[src/rtl/n64_vmode_detect.sv]
// N64 VI video-mode detector: counts lines per field and the half-line phase of vsync
// to derive PAL/NTSC, interlaced/progressive and field parity, with field-count hysteresis.
module n64_vmode_detect #(
    parameter logic [9:0]  PAL_LINE_THRESH = 10'd288,
    parameter logic [9:0]  LINE_MIN        = 10'd200,
    parameter logic [9:0]  LINE_MAX        = 10'd400,
    parameter int unsigned HYST_FIELDS     = 2
) (
    input  logic       N64_CLK_i,
    input  logic       nRST_i,
    input  logic       vdata_valid_i,
    input  logic       nVSYNC_i,
    input  logic       nHSYNC_i,
    output logic       palmode_o,
    output logic       interlaced_o,
    output logic       field_o,
    output logic       vmode_valid_o,
    output logic       new_field_o,
    output logic [9:0] lines_o
);

    typedef enum logic [1:0] {StInit, StMeas, StLock} state_e;

    localparam logic [7:0] HystLast = 8'(HYST_FIELDS - 1);

    state_e      state_q, state_d;
    logic        nv_q, nv_d, nh_q, nh_d;
    logic [11:0] h_pos_q, h_pos_d, h_len_q, h_len_d;
    logic [9:0]  line_cnt_q, line_cnt_d;
    logic [7:0]  hyst_q, hyst_d;
    logic        prev_half_q, prev_half_d, prev_half_vld_q, prev_half_vld_d;
    logic [1:0]  prev_cand_q, prev_cand_d;
    logic        prev_cand_vld_q, prev_cand_vld_d;
    logic        pal_q, pal_d, int_q, int_d, field_q, field_d;
    logic        valid_q, valid_d, new_field_q, new_field_d;
    logic [9:0]  lines_q, lines_d;

    logic        h_edge, v_edge, half, fld_ok;
    logic [9:0]  line_eff;
    logic [11:0] h_len_eff;
    logic [1:0]  cand;

    assign h_edge = vdata_valid_i & ~nHSYNC_i & nh_q;
    assign v_edge = vdata_valid_i & ~nVSYNC_i & nv_q;

    always_comb begin
        state_d         = state_q;
        nv_d            = nv_q;
        nh_d            = nh_q;
        h_pos_d         = h_pos_q;
        h_len_d         = h_len_q;
        line_cnt_d      = line_cnt_q;
        hyst_d          = hyst_q;
        prev_half_d     = prev_half_q;
        prev_half_vld_d = prev_half_vld_q;
        prev_cand_d     = prev_cand_q;
        prev_cand_vld_d = prev_cand_vld_q;
        pal_d           = pal_q;
        int_d           = int_q;
        field_d         = field_q;
        valid_d         = valid_q;
        new_field_d     = 1'b0;
        lines_d         = lines_q;
        line_eff        = line_cnt_q;
        h_len_eff       = h_len_q;

        if (vdata_valid_i) begin
            nv_d = nVSYNC_i;
            nh_d = nHSYNC_i;
            if (h_edge) begin
                h_pos_d    = 12'd0;
                h_len_d    = h_pos_q;
                h_len_eff  = h_pos_q;
                line_eff   = (line_cnt_q == 10'h3ff) ? line_cnt_q : line_cnt_q + 10'd1;
                line_cnt_d = line_eff;
            end else if (h_pos_q != 12'hfff) begin
                h_pos_d = h_pos_q + 12'd1;
            end
        end

        // A coincident hsync restarts the line, so the vsync lands at h_pos 0.
        half   = ~h_edge & (h_len_q != 12'd0) & (h_pos_q >= (h_len_q >> 1));
        fld_ok = (line_eff >= LINE_MIN) & (line_eff <= LINE_MAX) & (h_len_eff != 12'd0);
        cand   = {line_eff >= PAL_LINE_THRESH, prev_half_vld_q & (half != prev_half_q)};

        if (v_edge) begin
            line_cnt_d  = 10'd0;
            lines_d     = line_eff;
            new_field_d = 1'b1;
            field_d     = half;
            if (!fld_ok) begin
                valid_d         = 1'b0;
                hyst_d          = 8'd0;
                prev_half_vld_d = 1'b0;
                prev_cand_vld_d = 1'b0;
                state_d         = StMeas;
            end else begin
                case (state_q)
                    StInit: begin
                        hyst_d  = 8'd0;
                        state_d = StMeas;
                    end
                    StMeas: begin
                        prev_half_d     = half;
                        prev_half_vld_d = 1'b1;
                        prev_cand_d     = cand;
                        prev_cand_vld_d = 1'b1;
                        if (hyst_q == HystLast) begin
                            {pal_d, int_d} = cand;
                            valid_d        = 1'b1;
                            hyst_d         = 8'd0;
                            state_d        = StLock;
                        end else if (!prev_cand_vld_q || cand == prev_cand_q) begin
                            hyst_d = hyst_q + 8'd1;
                        end else begin
                            hyst_d = 8'd0;
                        end
                    end
                    StLock: begin
                        prev_half_d     = half;
                        prev_half_vld_d = 1'b1;
                        prev_cand_d     = cand;
                        prev_cand_vld_d = 1'b1;
                        if (cand == {pal_q, int_q}) begin
                            hyst_d = 8'd0;
                        end else if (hyst_q == 8'd0 || cand == prev_cand_q) begin
                            if (hyst_q == HystLast) begin
                                {pal_d, int_d} = cand;
                                hyst_d         = 8'd0;
                            end else begin
                                hyst_d = hyst_q + 8'd1;
                            end
                        end else begin
                            // New differing candidate restarts the streak at one field.
                            hyst_d = 8'd1;
                        end
                    end
                    default: state_d = StInit;
                endcase
            end
        end
    end

    always_ff @(posedge N64_CLK_i) begin
        if (!nRST_i) begin
            state_q         <= StInit;
            nv_q            <= 1'b1;
            nh_q            <= 1'b1;
            h_pos_q         <= 12'd0;
            h_len_q         <= 12'd0;
            line_cnt_q      <= 10'd0;
            hyst_q          <= 8'd0;
            prev_half_q     <= 1'b0;
            prev_half_vld_q <= 1'b0;
            prev_cand_q     <= 2'd0;
            prev_cand_vld_q <= 1'b0;
            pal_q           <= 1'b0;
            int_q           <= 1'b0;
            field_q         <= 1'b0;
            valid_q         <= 1'b0;
            new_field_q     <= 1'b0;
            lines_q         <= 10'd0;
        end else begin
            state_q         <= state_d;
            nv_q            <= nv_d;
            nh_q            <= nh_d;
            h_pos_q         <= h_pos_d;
            h_len_q         <= h_len_d;
            line_cnt_q      <= line_cnt_d;
            hyst_q          <= hyst_d;
            prev_half_q     <= prev_half_d;
            prev_half_vld_q <= prev_half_vld_d;
            prev_cand_q     <= prev_cand_d;
            prev_cand_vld_q <= prev_cand_vld_d;
            pal_q           <= pal_d;
            int_q           <= int_d;
            field_q         <= field_d;
            valid_q         <= valid_d;
            new_field_q     <= new_field_d;
            lines_q         <= lines_d;
        end
    end

    assign palmode_o     = pal_q;
    assign interlaced_o  = int_q;
    assign field_o       = field_q;
    assign vmode_valid_o = valid_q;
    assign new_field_o   = new_field_q;
    assign lines_o       = lines_q;

endmodule

[config.mk]
export PLATFORM = sky130hd
export DESIGN_NAME = n64_vmode_detect
export DESIGN_NICKNAME = d
export VERILOG_FILES = /design/src/rtl/n64_vmode_detect.sv
export SDC_FILE = /design/constraint.sdc
export NUM_CORES = 1
export LEC_CHECK = 0
export CORE_AREA = 2 2 80 82
export CTS_CLUSTER_SIZE = 30
export DETAILED_ROUTE_END_ITERATION = 8
export DIE_AREA = 0 0 82 84
export PLACE_DENSITY = 0.77
export SLEW_MARGIN = 15
export SYNTH_ARGS = -nofsm -noshare
export SYNTH_HDL_FRONTEND = slang
export SYNTH_SLANG_ARGS = --single-unit
[constraint.sdc]
create_clock -name N64_CLK_i -period 7.75 [get_ports N64_CLK_i]
set_input_delay 1.55 -clock N64_CLK_i [delete_from_list [all_inputs] [get_ports N64_CLK_i]]
set_output_delay 1.55 -clock N64_CLK_i [all_outputs]
set_load 0.05 [all_outputs]
==> metrics <==
CP Max Fanout=19; Die Wd=82 µm; max frequency=211 MHz; Residual DRC=0; Root Driver=clkbuf_8; Worst Hold Class=reg -> reg; hold endpoint=h_len_q[0]; crit path capture type=register; Starting Density=57.0%; setup TNS=0 ns; skew final=0.00850 ns; top_reg_cell synth=dfxtp_1; synthesized area=3470 µm²; global route overflow=0; Yosys Warn Count=0; WL per Instance=14.4 µm; DR vias=3105; Worst Hold Launch=h_len_q[0]; placer congestion estimate=0.862; PD cells=172 nW/µm²; DR vias/cell=5.85; final period utilization=61.1%; final slew viol count=0; CP arrival=4.98 ns; Fill cells=542; die area=6890 µm²; vias in the first global route=2835; worst flop-to-flop path startpoint=line_cnt_q[0]; share of cells above drive strength 1=6.83%; clk buf depth=2; GR Util met3=4.33%; sequential area share after synthesis=37.5%; share of the synthesized area in the top cell type=37.5%; Final Setup Violations=0; CTS clk-pin slew, worst paths=0.07 ns; Synth Register Bits=65; worst skew pair latency=0.35 ns; top-count cell post-synth=dfxtp_1; transition time of the tightest slew-check pin=1.02 ns; Critical Setup Path Class=in -> reg; Max IR drop VDD=0.111 mV; unrepaired setup endpoints after global routing=false; Die Y=84 µm; GR Util met1=31.2%; Final nets=474; worst r2r dst=palmode_o; Slew HR=32.1%; setup bufs post-CTS=0; DPL Wire Length=5.53 mm; CTS tree=done; busiest layer in global routing=met2; global routing met2 resource utilization=36.4%; Rows=29; IO Count=20; Final Hold Fails=0; Starting DRT DRC Count=181; port bufs=19; Detailed Route WL=7.67 mm; Mapped Nets=458; Global Route Usage Sum=23.7%; # H-tree levels=3; Hold Slack=0.463 ns; Num Clock Sinks=65; P_leak=1.39 nW; Area growth syn-to-layout=12.2%; synth cell count leaders=dfxtp_1, nor2_1, nand2_1; Cells after Synth=433; Post-synth EDFFs=0; clock period minus worst slack=4.73 ns; ANT cells=0; pin count of the biggest net entering global routing=33; maximum capacitance violations=0; status=completed; synth top area cells=dfxtp_1, ha_1, nor2_1; Mean Syn Cell Area=8.02 µm²; post-synth top area cell=dfxtp_1; CTS resizes=0; Post-DRT Antenna Nets=0; CTS buffer count=9; Reg2Reg Depth=10; core area=6100 µm²; initial antenna violation count=0; wire length of the first global-routing pass=12.8 mm; 1st-pass router iterations=5; hold path depth=2; flop-to-flop setup slack=4.31 ns; synth unique cells=59; CTS Hold Bufs=0; Crit path required time=8.00 ns; Worst setup SP type=input port; Synth async-reset ratio=0%
[power breakdown]
part | internal, mW | switching (mW)
combinational | 0.0128 | 0.0294
clock | 0.156 | 0.132
sequential | 0.337 | 0.00384
[registers in the layout (all words and copies together), names as in the netlist, 2 cells and up]
register,flops
h_len_q,12
h_pos_q,12
hyst_q,8
line_cnt_q,10
lines_o,10
prev_cand_q,2
state_q,2
[worst max-delay path, stage by stage]
cell,delay [ns]
clkdlybuf4s50_1,0.67
and3b_1,0.66
a41o_1,0.28
o31ai_1,0.12
a311o_1,0.37
a21oi_1,0.22
and2_1,0.29
and4_1,0.45
o21ai_2,0.14
o31ai_1,0.22
[worst max-delay path by stage]
stage           endpoint  depth (start not counted)  slack [ns]           from
3_5_place_dp   palmode_o                         10        2.75  vdata_valid_i
2_1_floorplan  palmode_o                         10        3.85  vdata_valid_i
4_1_cts        palmode_o                         10        3.09  vdata_valid_i
5_1_grt        hyst_q[1]                         10        2.77  vdata_valid_i
6_report       hyst_q[1]                         10        3.02  vdata_valid_i
3_3_place_gp   palmode_o                         10        2.79  vdata_valid_i
[metal layers]
metal	share of wire (%)	vias to the layer above
li1	-	1552
met1	46	1460
met2	47	75
met3	3.7	18
met4	2.6	0
met5	0	-
[layout by cell type (no fill, tap or decap), types with 5 or more instances in the layout]
cell type / instances
inv_1: 29
nor2_1: 63
dfxtp_1: 65
nand3_1: 20
o21ai_0: 9
nand2_1: 62
xnor2_1: 7
a21oi_1: 32
nor4_1: 8
nor3_1: 5
ha_1: 20
mux2i_1: 12
clkdlybuf4s50_1: 19
o2111ai_1: 9
clkbuf_8: 10
[kinds of logic (layout without fill, tap and decap cells)]
family                     Yosys count  in the layout  share of synthesized area [%]
and+or+nand+nor                    191            191                           26.1
AOI/OAI and AO/OA                   90             90                           17.8
DFF                                 65             65                           37.5
buffers and inverters               43             64                           4.86
adders and majority gates           20             20                           7.20
muxes                               13             13                           3.78
xor gates and xnor gates            11             11                           2.77
[per-stage QoR]
step	power [mW]	setup WS (ns)	cells	area, µm²	util (%)
floorplan	0.379	3.85	433	3470	-
global placement	0.390	2.79	515	3700	60.7
detailed placement	0.391	2.75	515	3700	60.7
CTS	0.675	3.09	531	3900	63.9
global route	0.693	2.77	531	3900	63.9
finish	0.672	3.02	531	3900	63.9
[cell type report]
cell class / count / area, µm² / area share (%)
Sequential cell: 65 / 1300 / 33.4
Tap cell: 77 / 96.3 / 2.47
Inverter: 29 / 109 / 2.79
Clock buffer: 11 / 141 / 3.63
Multi-Input combinational cell: 325 / 2000 / 51.4
Timing Repair Buffer: 19 / 190 / 4.88
Clock inverter: 5 / 55.1 / 1.41
No activity file was read; power rests on OpenSTA's default activity.
